$ cat src/rtl/sram_reader_pkg.sv
// Shared types and constants for the SRAM stream reader.
package sram_reader_pkg;
  localparam int ADDR_W     = 18;
  localparam int DATA_W     = 32;
  localparam int WORD_BYTES = 4;
  localparam logic [3:0] BE_ALL = 4'b1111;

  localparam logic [1:0] ST_IDLE  = 2'd0;
  localparam logic [1:0] ST_ISSUE = 2'd1;
  localparam logic [1:0] ST_DRAIN = 2'd2;

  typedef enum logic [1:0] {
    IDLE  = ST_IDLE,
    ISSUE = ST_ISSUE,
    DRAIN = ST_DRAIN
  } state_e;
endpackage

$ cat src/rtl/sram_reader_fifo.sv
// Registered synchronous FIFO (no fall-through) with occupancy count.
module sram_reader_fifo #(
  parameter int DEPTH  = 8,
  parameter int DATA_W = 32
) (
  input  logic                       clk,
  input  logic                       reset,
  input  logic                       push,
  input  logic [DATA_W-1:0]          wdata,
  input  logic                       pop,
  output logic [DATA_W-1:0]          rdata,
  output logic                       valid,
  output logic [$clog2(DEPTH+1)-1:0] count
);
  localparam int PTR_W = $clog2(DEPTH);
  localparam int CNT_W = $clog2(DEPTH+1);

  logic [DATA_W-1:0] mem [DEPTH];
  logic [PTR_W-1:0]  wr_ptr;
  logic [PTR_W-1:0]  rd_ptr;
  logic              do_push;
  logic              do_pop;

  assign do_pop  = pop && (count != '0);
  // a push into a full FIFO is fine when the same cycle frees a slot
  assign do_push = push && ((count != CNT_W'(DEPTH)) || do_pop);
  assign valid   = (count != '0);
  assign rdata   = mem[rd_ptr];

  always_ff @(posedge clk or posedge reset) begin
    if (reset) begin
      wr_ptr <= '0;
      rd_ptr <= '0;
      count  <= '0;
    end else begin
      if (do_push) wr_ptr <= wr_ptr + PTR_W'(1);
      if (do_pop)  rd_ptr <= rd_ptr + PTR_W'(1);
      count <= count + CNT_W'(do_push) - CNT_W'(do_pop);
    end
  end

  always_ff @(posedge clk) begin
    if (do_push) mem[wr_ptr] <= wdata;
  end
endmodule

$ cat src/rtl/avm_sram_stream_reader.sv
// Avalon-MM read master that streams consecutive SRAM words through a FIFO.
// Define SRAM_READER_LOOP_EN for continuous rescanning of the latched region.
//
// state | meaning
// IDLE  | waiting for start
// ISSUE | issuing paced reads while credit allows
// DRAIN | all reads issued, waiting for the last word to land in the FIFO
module avm_sram_stream_reader
  import sram_reader_pkg::*;
#(
  parameter int ACCESS_CYCLES = 3,
  parameter int READ_LATENCY  = 2,
  parameter int FIFO_DEPTH    = 8,
  parameter int LEN_W         = 16
) (
  input  logic              clk,
  input  logic              reset,
  input  logic              start,
  input  logic [ADDR_W-1:0] base_addr,
  input  logic [LEN_W-1:0]  length,
  output logic              busy,
  output logic              done,
  output logic [ADDR_W-1:0] avm_address,
  output logic [3:0]        avm_byteenable,
  output logic              avm_read,
  input  logic [DATA_W-1:0] avm_readdata,
  output logic [DATA_W-1:0] st_data,
  output logic              st_valid,
  input  logic              st_ready
);
  localparam int GAP_W  = (ACCESS_CYCLES > 1) ? $clog2(ACCESS_CYCLES) : 1;
  localparam int CNT_W  = $clog2(FIFO_DEPTH+1);
  localparam int PIPE_W = READ_LATENCY + 1;
  localparam int INF_W  = $clog2(PIPE_W+1);
  localparam logic [GAP_W-1:0] GAP_LOAD = GAP_W'(ACCESS_CYCLES-1);

  state_e            state;
  logic [ADDR_W-1:0] addr;
  logic [LEN_W-1:0]  remaining;
  logic [GAP_W-1:0]  gap;
  logic [PIPE_W-1:0] pipe;
  logic [INF_W-1:0]  inflight;
  logic [CNT_W-1:0]  fifo_count;
  logic [ADDR_W-1:0] start_addr;
  logic              issue;
  logic              push;
  logic              last_push;
  logic              base_lsb_unused;

`ifdef SRAM_READER_LOOP_EN
  logic [ADDR_W-1:0] loop_addr;
  logic [LEN_W-1:0]  loop_len;
`endif

  assign start_addr      = {base_addr[ADDR_W-1:2], 2'b00};
  assign base_lsb_unused = ^base_addr[1:0];

  // stage 0 of the pipe is the strobe itself; the last stage marks readdata valid
  assign avm_read  = pipe[0];
  assign push      = pipe[PIPE_W-1];
  assign last_push = (state == DRAIN) && push && (inflight == INF_W'(1));

  always_comb begin
    issue = (state == ISSUE) && (gap == '0) &&
            ((int'(fifo_count) + int'(inflight)) < FIFO_DEPTH);
  end

  always_ff @(posedge clk or posedge reset) begin
    if (reset) begin
      state          <= IDLE;
      addr           <= '0;
      remaining      <= '0;
      gap            <= '0;
      pipe           <= '0;
      inflight       <= '0;
      busy           <= 1'b0;
      done           <= 1'b0;
      avm_address    <= '0;
      avm_byteenable <= '0;
`ifdef SRAM_READER_LOOP_EN
      loop_addr      <= '0;
      loop_len       <= '0;
`endif
    end else begin
      done           <= 1'b0;
      pipe           <= {pipe[PIPE_W-2:0], issue};
      inflight       <= inflight + INF_W'(issue) - INF_W'(push);
      avm_byteenable <= issue ? BE_ALL : 4'b0000;

      if (issue) begin
        gap         <= GAP_LOAD;
        avm_address <= addr;
        addr        <= addr + ADDR_W'(WORD_BYTES);
        remaining   <= remaining - LEN_W'(1);
        if (remaining == LEN_W'(1)) state <= DRAIN;
      end else if (gap != '0) begin
        gap <= gap - GAP_W'(1);
      end

      case (state)
        IDLE: begin
          if (start) begin
            if (length != '0) begin
              addr      <= start_addr;
              remaining <= length;
              busy      <= 1'b1;
              state     <= ISSUE;
`ifdef SRAM_READER_LOOP_EN
              loop_addr <= start_addr;
              loop_len  <= length;
`endif
            end else begin
              done <= 1'b1;
            end
          end
        end
        DRAIN: begin
          if (last_push) begin
            done <= 1'b1;
`ifdef SRAM_READER_LOOP_EN
            addr      <= loop_addr;
            remaining <= loop_len;
            state     <= ISSUE;
`else
            busy      <= 1'b0;
            state     <= IDLE;
`endif
          end
        end
        default: ;
      endcase
    end
  end

  sram_reader_fifo #(
    .DEPTH (FIFO_DEPTH),
    .DATA_W(DATA_W)
  ) u_fifo (
    .clk  (clk),
    .reset(reset),
    .push (push),
    .wdata(avm_readdata),
    .pop  (st_valid & st_ready),
    .rdata(st_data),
    .valid(st_valid),
    .count(fifo_count)
  );
endmodule

$ cat config.mk
export PLATFORM = sky130hd
export DESIGN_NAME = avm_sram_stream_reader
export DESIGN_NICKNAME = d
export VERILOG_FILES = /design/src/rtl/sram_reader_pkg.sv /design/src/rtl/sram_reader_fifo.sv /design/src/rtl/avm_sram_stream_reader.sv
export SDC_FILE = /design/constraint.sdc
export NUM_CORES = 1
export LEC_CHECK = 0
export ABC_AREA = 0
export CORE_MARGIN = 1
export CORE_UTILIZATION = 30
export CTS_CLUSTER_SIZE = 40
export DETAILED_ROUTE_END_ITERATION = 8
export GPL_TIMING_DRIVEN = 0
export MAX_ROUTING_LAYER = met4
export PLACE_DENSITY = 0.5
export SLEW_MARGIN = 20
export SYNTH_ARGS = -nofsm -noshare
export SYNTH_HDL_FRONTEND = slang
export SYNTH_SLANG_ARGS = --single-unit
export TNS_END_PERCENT = 30
$ cat constraint.sdc
create_clock -name clk -period 5.15 [get_ports clk]
set_input_delay 1.03 -clock clk [delete_from_list [all_inputs] [get_ports clk]]
set_output_delay 1.03 -clock clk [all_outputs]
set_load 0.05 [all_outputs]
Word level (Yosys, flattened, before mapping) --
Memories as Yosys holds them, arrays and structs flattened. Index checks and enable logic that the tools add are counted.
Storage, ports and cells: register bits 77, memory bits (writable) 256, output and inout port bits 58, memories 1
Memories:
- u_fifo.mem | depth 8, width 32, read ports 1, clocked after Yosys merged registers in 0, write ports 1, RTL line sram_reader_fifo.sv:18 | logic [DATA_W-1:0] mem [DEPTH];
Cells by class: $add $sub $neg 10, order comparisons 1, equal/unequal tests 8, multiplexer cells 27, bitwise gates (word level) 1, reduce and logical (&&, ||, !) cells 15
Operators with widths (count):
- $mux 18 | 4
- $mux 16 | 4
- $add 18x3->18 const B | 1
- $eq 16x1->1 const B | 1
- $reduce_bool 16->1 | 1
- $sub 16x1->16 const B | 1
- $mux 2 | 7
- $mux 1 | 8
- $add 3x1->3 const B | 2
- $logic_and 1x1->1 | 6
- $ne 2x2->1 const B | 3
- $reduce_bool 2->1 | 3
- $add 4x2->5 | 1
- $lt 5x4->1 const B | 1
- $add 4x1->4 | 1
- $eq 2x1->1 const B | 2
- $logic_not 2->1 | 2
- $mux 4 | 1
- $ne 4x4->1 const B | 1
- $pmux 1 s2 | 2
- $pmux 2 s2 | 1
- $reduce_and 4->1 | 1
- $reduce_bool 4->1 | 1
- $sub 4x1->4 | 1
- other kinds (6) | 6

Depth between registers and ports, before layout --
Gate-level depths: netlist of the first run.
depth after elaboration 7, gate-level depth with buffers 13

Modules after synthesis --
From an unflattened synthesis of the first run, not the netlist that was laid out.
Second synthesis, totals: cells, all modules 766, area, all modules 13494.2 µm²
By module, submodules not included:
- sram_reader_fifo | instances 1, cells an instance 430, area each 10346.2 µm²
- avm_sram_stream_reader | instances 1, cells an instance 336, area each 3148.0 µm²

Worst setup path after synthesis of the first run --
No wires, ideal clock.
path kind input -> register, start point input st_ready, end point memory u_fifo.mem[0][0], enable pin, library setup time 0.461 ns, arrival time 3.858 ns, data required time 4.689 ns, path slack 0.831 ns, cell stages on the path 4, cells stage by stage nand2b_1 a31oi_1 nand2b_1 nor3_1
Between the ends: longest elaborated chain between the ends 6
Ends and longest elaborated chain:
- from (decl) | RTL line avm_sram_stream_reader.sv:29 | input logic st_ready
- $and 1x1->1 | RTL line avm_sram_stream_reader.sv:143 | .pop (st_valid & st_ready),
- $logic_and 1x1->1 | RTL line sram_reader_fifo.sv:24 | assign do_pop = pop && (count != '0);
- $logic_or 1x1->1 | RTL line sram_reader_fifo.sv:26 | assign do_push = push && ((count != CNT_W'(DEPTH)) || do_pop);
- $logic_and 1x1->1 | RTL line sram_reader_fifo.sv:26
- named net u_fifo.do_push | RTL line sram_reader_fifo.sv:21 | logic do_push;
- $mux 1 | RTL line sram_reader_fifo.sv:43 | if (do_push) mem[wr_ptr] <= wdata;
- $mux 1 (implied by the code) | RTL line sram_reader_fifo.sv:43
- to (decl) | RTL line sram_reader_fifo.sv:18
The timed path passes the listed nets, and every way through them passes these cells.

Final worst setup path of the first run --
start point register u_fifo.rd_ptr[0], end point output st_data[22]
Between the ends: longest elaborated chain between the ends 1
Ends and longest elaborated chain:
- from (decl) | RTL line sram_reader_fifo.sv:20 | logic [PTR_W-1:0] rd_ptr;
- from (signal assigned) | RTL line sram_reader_fifo.sv:37 | if (do_pop) rd_ptr <= rd_ptr + PTR_W'(1);
- $mem_v2 8x32
- to (decl) | RTL line avm_sram_stream_reader.sv:27 | output logic [DATA_W-1:0] st_data,
No other way between the ends.

==> results.md, run 1 <==
- Status: finished, final reports clean
- First-pass GRT wire length: 46460 um
- Gr usage total: 14.36%
- Worst-Margin Slew: between 0.9 and 1 ns
- RR Endpoint: u_fifo.mem[0][6]
- Crit-path slowest cell: clkdlybuf4s50_1
- Final min period: about 4.6 ns
- Worst-path clk slew: around 0.06 ns
- RSZ-0062 raised after global routing: no
- Antenna viol nets, final: 0
- Final worst-path cycle share: 89.88%
- Commonest non-fill, non-tap cells in the layout: edfxtp_1, clkdlybuf4s50_1, nand2_1
- Most common cell after layout, fill and taps aside: edfxtp_1
- Required @ worst endpoint: between 4 and 5 ns
- CP Launch Type: register
- Gr ovfl total: 0
- HPWL after DPL: 19930 um
- HP Class: register to register
- Power Density: 474.2 nW/um^2
- Root buffer cell: clkbuf_16
- Register-to-register setup slack: 2.08 ns
- Synth Instances: 764
- Synth cell types: 51
- CP arrival: roughly 3.6 ns
- DRT Wirelength: 30300 um
- Hold path depth: 0
- Synthesis-stage register bit count: 325
- Clk_lat worst skew: 0.54 ns
- IO Port Bufs: 123
- Die X: between 200 and 250 um
- Share of layout cells above drive strength 1: 20.91%
- Max-slew violation count: 0
- Clock sinks: 325
- Biggest cell delay along the critical path: 0.76 ns
- Crit end category: output pin
- Endpoints failing setup: 0
- Leak: between 5 and 6 nW
- Vert. Die Dim: 212.5 um
- Pre-antenna DRT Iters: 4
- Starting Density: 30.65%
- Largest net degree at the start of global routing: 38
- Longest Clk Path Bufs: 3
- R2R cell count: 9
- Antenna violations before repair: 2
- Avg Cell Area, Syn: 17.40 um^2
- Vias: 7168
- Synthesis Warnings: 0
- Final core utilization: 38.68%
- Reg-to-reg startpoint: u_fifo.count[3]
- Fin Setup TNS: 0 ns
- Setup bufs post-CTS: 0
- Max-slew headroom: 36.69%
- Main flop type after synthesis: edfxtp_1
- Final Skew: 0.02020 ns
- Post-CTS Resized: 0
- Core ar.: around 43000 um^2
- Die area: 45150 um^2
- Crit-path cells: clkbuf_1, buf_2, mux4_2, mux2_2, clkdlybuf4s50_1
- I/O Pins: ~130
- Hold_ws: 0.3505 ns
- Vias in the first global route: ~7.6k
- Routed wire per std cell: 19.45 um
- Crit path capture: st_data[22]
- Residual DRC: 0
- Peak VDD IR: 0.0003273 V
- TritonCTS Buffers: 37
- Register area share after synthesis: 70.83%
- GP Congestion: 0.7681
- Max Freq: 0.2160 GHz
- CTS tree: done
- Async S/R FF share, synth: 21.23%
- H-tree levels: 2
- Final net count: 1031
- CTS Hold Bufs: 0
- MaxCap Viol Count: 0
- Crit path kind: register to output pin
- Critical path fanouts, max: 10
- Site row count: 76
- Via density: 4.601
- Final hold vios: 0
- P&R area growth vs syn: 26.20%
- Worst Setup SP: u_fifo.rd_ptr[0]
- EDFF count, synth: 256
- Synth Cell Area: 13290 um^2
- Initial DRC Count: 403
## worst min-delay path by stage
stage,start,end,slack [ns]
after detailed placement,pipe[1],pipe[2],0.34
final,pipe[1],pipe[2],0.35
after global routing,pipe[1],pipe[2],0.36
after floorplan,pipe[1],pipe[2],0.33
after CTS,pipe[1],pipe[2],0.35
after global placement,pipe[1],pipe[2],0.34
## kinds of logic (layout without fill, tap and decap cells)
logic type                 count (synthesis)  in the layout  share of synthesized area (%)
xor gates and xnor gates                  34             34                          2.241
and+or+nand+nor                          152            152                          5.338
other                                      1              4                        0.02822
AOI/OAI and AO/OA                         70             70                          3.888
adders and majority gates                 17             17                          1.657
DFF                                      325            325                          70.83
muxes                                    100            100                          13.89
buffers and inverters                     65            271                          2.128
## power breakdown
part	total [W]	internal, W	switching [W]
clock	0.00254	0.00151	0.00103
sequential	0.00289	0.00287	0.0000288
combinational	0.00252	0.00106	0.00146
## metal layers
metal / global-route usage (%) / up-vias / wire, um
li1: - / 3320 / -
met1: 19.42 / 3673 / 14200
met2: 21.85 / 134 / 14220
met3: 2.747 / 41 / 1282
met4: 4.441 / 0 / 593
met5: - / - / 0
## registers in the layout, summed over array words and instances (netlist names)
register / cells
gap: 2
avm_address: 16
u_fifo.wr_ptr: 3
busy: 1
u_fifo.count: 4
addr: 16
inflight: 2
pipe: 3
u_fifo.rd_ptr: 3
u_fifo.mem: 256
done: 1
state: 2
remaining: 16
## synth_stat cells, drive strengths merged (3+ instances only)
cell type,count,share of area (%)
edfxtp,256,58
nand2,70,2.0
dfrtp,69,13
mux4,64,11
mux2,35,3.0
nor2,31,0.88
clkbuf,24,0.68
inv,23,0.65
xnor2,22,1.4
a21oi,21,0.85
buf,18,0.80
ha,16,1.5
o21ai,16,0.60
xor2,12,0.79
nand3,7,0.26
nor4,7,0.33
a2111oi,6,0.87
a211oi,6,0.34
a31oi,6,0.28
nand4,6,0.28
o211ai,6,0.34
or3,6,0.32
nor3,5,0.23
or4,5,0.31
nand2b,4,0.19
or2,4,0.19
o2111ai,3,0.20
## worst max-delay path, delay by kind of cell (launching register included)
family	cells	cell delay, ns
muxes	2	0.84
DFF	1	0.36
buffers and inverters	3	1.87
## stage by stage
step | total power (W) | area, um^2 | setup slack [ns] | instances
floorplan | 0.004734 | 13290 | 0.8305 | 765
global placement | 0.005514 | 15260 | -2.472 | 1473
detailed placement | 0.005519 | 15590 | 1.004 | 1490
CTS | 0.008092 | 16770 | 0.4262 | 1556
global route | 0.008297 | 16770 | 0.3284 | 1558
finish | 0.007953 | 16770 | 0.5212 | 1558
## layout make-up
class                   count  area (um^2)
diodes                      2        5.005
plain buffers              42        196.4
clock buffers              51         1030
clock inverters            15        146.4
fillers                  4080        26590
inverters                  23        88.84
multi-input cells         375         3652
flip-flops and latches    325         9414
well taps                 585        732.0
repair buffers            140         1508
No activity file was read; power rests on OpenSTA's default activity.
==> run 2: changes to the inputs <==
--- a/config.mk
+++ b/config.mk
@@ -6,7 +6,7 @@
 export NUM_CORES = 1
 export LEC_CHECK = 0
 export ABC_AREA = 0
-export CORE_MARGIN = 1
+export CORE_MARGIN = 10
 export CORE_UTILIZATION = 30
 export CTS_CLUSTER_SIZE = 40
 export DETAILED_ROUTE_END_ITERATION = 8
==> constraint.sdc (replaced) <==
create_clock -name clk -period 5.9 [get_ports clk]
set_input_delay 1.18 -clock clk [delete_from_list [all_inputs] [get_ports clk]]
set_output_delay 1.18 -clock clk [all_outputs]
set_load 0.05 [all_outputs]
==> results.md, run 2 (synthesis results as in run 1) <==
- H-tree levels: 2 (unchanged)
- Reg power frac: 35.4% (-1.0 points)
- Max-slew violation count: 0 (unchanged)
- Final min period: 4.787 ns
- Design Area, Final: 16890 um^2 (+0.70%)
- Post-CTS Resized: 0 (unchanged)
- Placed Instance Area: 15600 um^2 (about the same)
- CTS Hold Bufs: 0 (unchanged)
- P&R area growth vs syn: 27.08%
- Pre-CTS WS: 1.557 ns (+0.5524 ns)
- Clk_lat worst skew: 0.55 ns (about the same)
- Fillcell total: 4179 (+2.4%)
- Power Density: 422.6 nW/um^2 (-11%)
- HP Class: register to register
- Antenna viol nets, final: 0 (unchanged)
- Longest Clk Path Bufs: 3 (unchanged)
- R2R cell count: 11 (+2)
- Total chip power: 0.007138 W (-10%)
- Worst-Margin Slew: 0.9825 ns (+0.03284 ns)
- Net Sw Frac: 32.00% (+0.28 points)
- Root buffer cell: clkbuf_16
- Endpoints failing setup: 0 (unchanged)
- Site row count: 77 (+1.3%)
- Hold path depth: 0 (unchanged)
- RSZ-0062 raised after global routing: no
- TritonCTS Buffers: 38 (+2.7%)
- DRT Wirelength: 31780 um (+4.9%)
- First-pass GRT wire length: 49270 um (+6.0%)
- Cell Int Power: 0.004854 W (-11%)
- Vias in the first global route: 7842 (+3.2%)
- Vias: 7188 (+0.28%)
- Final hold vios: 0 (unchanged)
- Reg with most FFs: u_fifo.mem
- MaxCap Viol Count: 0 (unchanged)
- CP arrival: 3.61 ns (about the same)
- Routed wire per std cell: 20.24 um (+4.1%)
- WHS Endpoint: pipe[2]
- Most common cell after layout, fill and taps aside: edfxtp_1
- Commonest non-fill, non-tap cells in the layout: edfxtp_1, clkdlybuf4s50_1, nand2_1
- Gr usage total: 12.44% (-1.9 points)
- Max reg flops: 256 (unchanged)
- Setup bufs post-CTS: 0 (unchanged)
- Die area: 53120 um^2 (+18%)
- Net Switching: 0.002284 W (-9.4%)
- Crit path kind: register to output pin
- Register-to-register setup slack: 2.90 ns (+0.82 ns)
- Gr ovfl total: 0 (unchanged)
- Highest Signal Layer: met4
- Via density: 4.578 (-0.49%)
- CP Launch Type: register
- CTS tree: done
- Top delay family on crit path: buffers and inverters
- Clock sinks: 325 (unchanged)
- RR Endpoint: inflight[1]
- Critical path fanouts, max: 10 (unchanged)
- Hold_sp: pipe[1]
- Required @ worst endpoint: 4.72 ns (+0.60 ns)
- Status: finished, final reports clean
- Reg-to-reg startpoint: u_fifo.count[1]
- Crit-path cells: clkbuf_1, buf_2, mux4_2, mux2_2, clkdlybuf4s50_1
- Worst Setup SP: u_fifo.rd_ptr[0]
- HPWL after DPL: 21120 um (+5.9%)
- Die X: 230.5 um (+8.5%)
- Final Skew: 0.01847 ns (-0.001734 ns)
- Wl on met1: 14530 um (+2.3%)
- Share of layout cells above drive strength 1: 22.26% (+1.4 points)
- Metal3 WL: 1600 um (+25%)
- Met2 wire len: 14990 um (+5.4%)
- Max Freq: 0.2089 GHz
- Final net count: 1033 (+0.19%)
- Final core utilization: 38.36% (-0.32 points)
- Setup ws final: 1.113 ns (+0.5921 ns)
- Residual DRC: 0 (unchanged)
- Core ar.: 44030 um^2 (+1.5%)
- Vert. Die Dim: 230.5 um (+8.5%)
- IO Port Bufs: 123 (unchanged)
- Combinational Power Share: 31.2% (-0.5 points)
- Max-slew headroom: 34.50% (-2.2 points)
- Crit end category: output pin
- Peak VDD IR: 0.0002625 V (-20%)
- Biggest cell delay along the critical path: 0.79 ns (+0.03 ns)
- Crit-path slowest cell: clkdlybuf4s50_1
- GP Congestion: 0.7684 (about the same)
- Largest net degree at the start of global routing: 55 (+45%)
- Clock Power Share: 33.4% (+1.5 points)
- I/O Pins: 128 (unchanged)
- Leak: 5.679 nW (+0.97%)
- Antenna violations before repair: 3 (+1)
- Worst Path Buf+Inv: 3 (unchanged)
- Worst-path clk slew: 0.06 ns (about the same)
- Hold_ws: 0.3457 ns (-0.004783 ns)
- Initial DRC Count: 420 (+4.2%)
- Starting Density: 30.19% (-0.46 points)
- Pre-antenna DRT Iters: 6 (+2)
- Final worst-path cycle share: between 80 and 90%
==> run 2: changes by cell type in the layout (fill, tap and decap cells not counted), moves of 2 or more <==
cell | previous run | this run
buf_4 | 14 | 17
buf_6 | 3 | 1
bufinv_16 | 2 | 4
clkbuf_1 | 34 | 31
clkinv_1 | 8 | 1
clkinv_2 | 1 | 6
clkinvlp_4 | 2 | 5
==> run 2: how the worst max path moves through the flow <==
stage	endpoint	slack, ns	cells past startpoint
detailed placement	st_data[9]	1.56	5
floorplan	u_fifo.mem[0][0]	1.43	4
CTS	st_data[9]	0.96	5
global route	st_data[3]	0.87	5
global placement	u_fifo.mem[1][4]	-1.89	5
finish	st_data[26]	1.11	5
==> run 2: final cells by class <==
| cell class | instances | area [um^2] | area share [%] |
|---|---|---|---|
| diodes | 3 | 7.507 | 0.04445 |
| repair buffers | 141 | 1508 | 8.927 |
| inverters | 23 | 88.84 | 0.5260 |
| flip-flops and latches | 325 | 9414 | 55.74 |
| multi-input cells | 375 | 3652 | 21.62 |
| plain buffers | 42 | 196.4 | 1.163 |
| clock buffers | 48 | 1030 | 6.097 |
| clock inverters | 21 | 252.7 | 1.496 |
| well taps | 592 | 740.7 | 4.386 |
==> run 2: power by group through the flow <==
stage	Clock [W]	Combinational (W)	Sequential, W
final	0.00238	0.00223	0.00253
after global routing	0.00254	0.00237	0.00253
after CTS	0.00245	0.00228	0.00253
after detailed placement	0	0.00227	0.00258
after global placement	0	0.00227	0.00258
after floorplan	0	0.00156	0.00257
==> run 2: stage by stage <==
| stage | TNS [ns] | cells |
|---|---|---|
| floorplan | 0 | 765 |
| global placement | -137.69 | 1480 |
| detailed placement | 0 | 1498 |
| CTS | 0 | 1567 |
| global route | 0 | 1570 |
| finish | 0 | 1570 |
==> run 2: metal layers <==
| metal | vias to the layer above | global-route usage [%] |
|---|---|---|
| li1 | 3324 | - |
| met1 | 3665 | 16.02 |
| met2 | 153 | 19.32 |
| met3 | 46 | 2.821 |
| met4 | 0 | 3.741 |
| met5 | - | - |
==> run 2: worst reg2reg max path, cell delays in order (launching register included) <==
cell and delay, ns:
dfrtp_1 0.45, ha_1 0.30, a31oi_1 0.25, nand3b_1 0.43, nand2_1 0.24, inv_2 0.12
clkbuf_1 0.28, ha_1 0.36, inv_1 0.04, ha_1 0.17, xnor2_1 0.16, xnor2_1 0.13
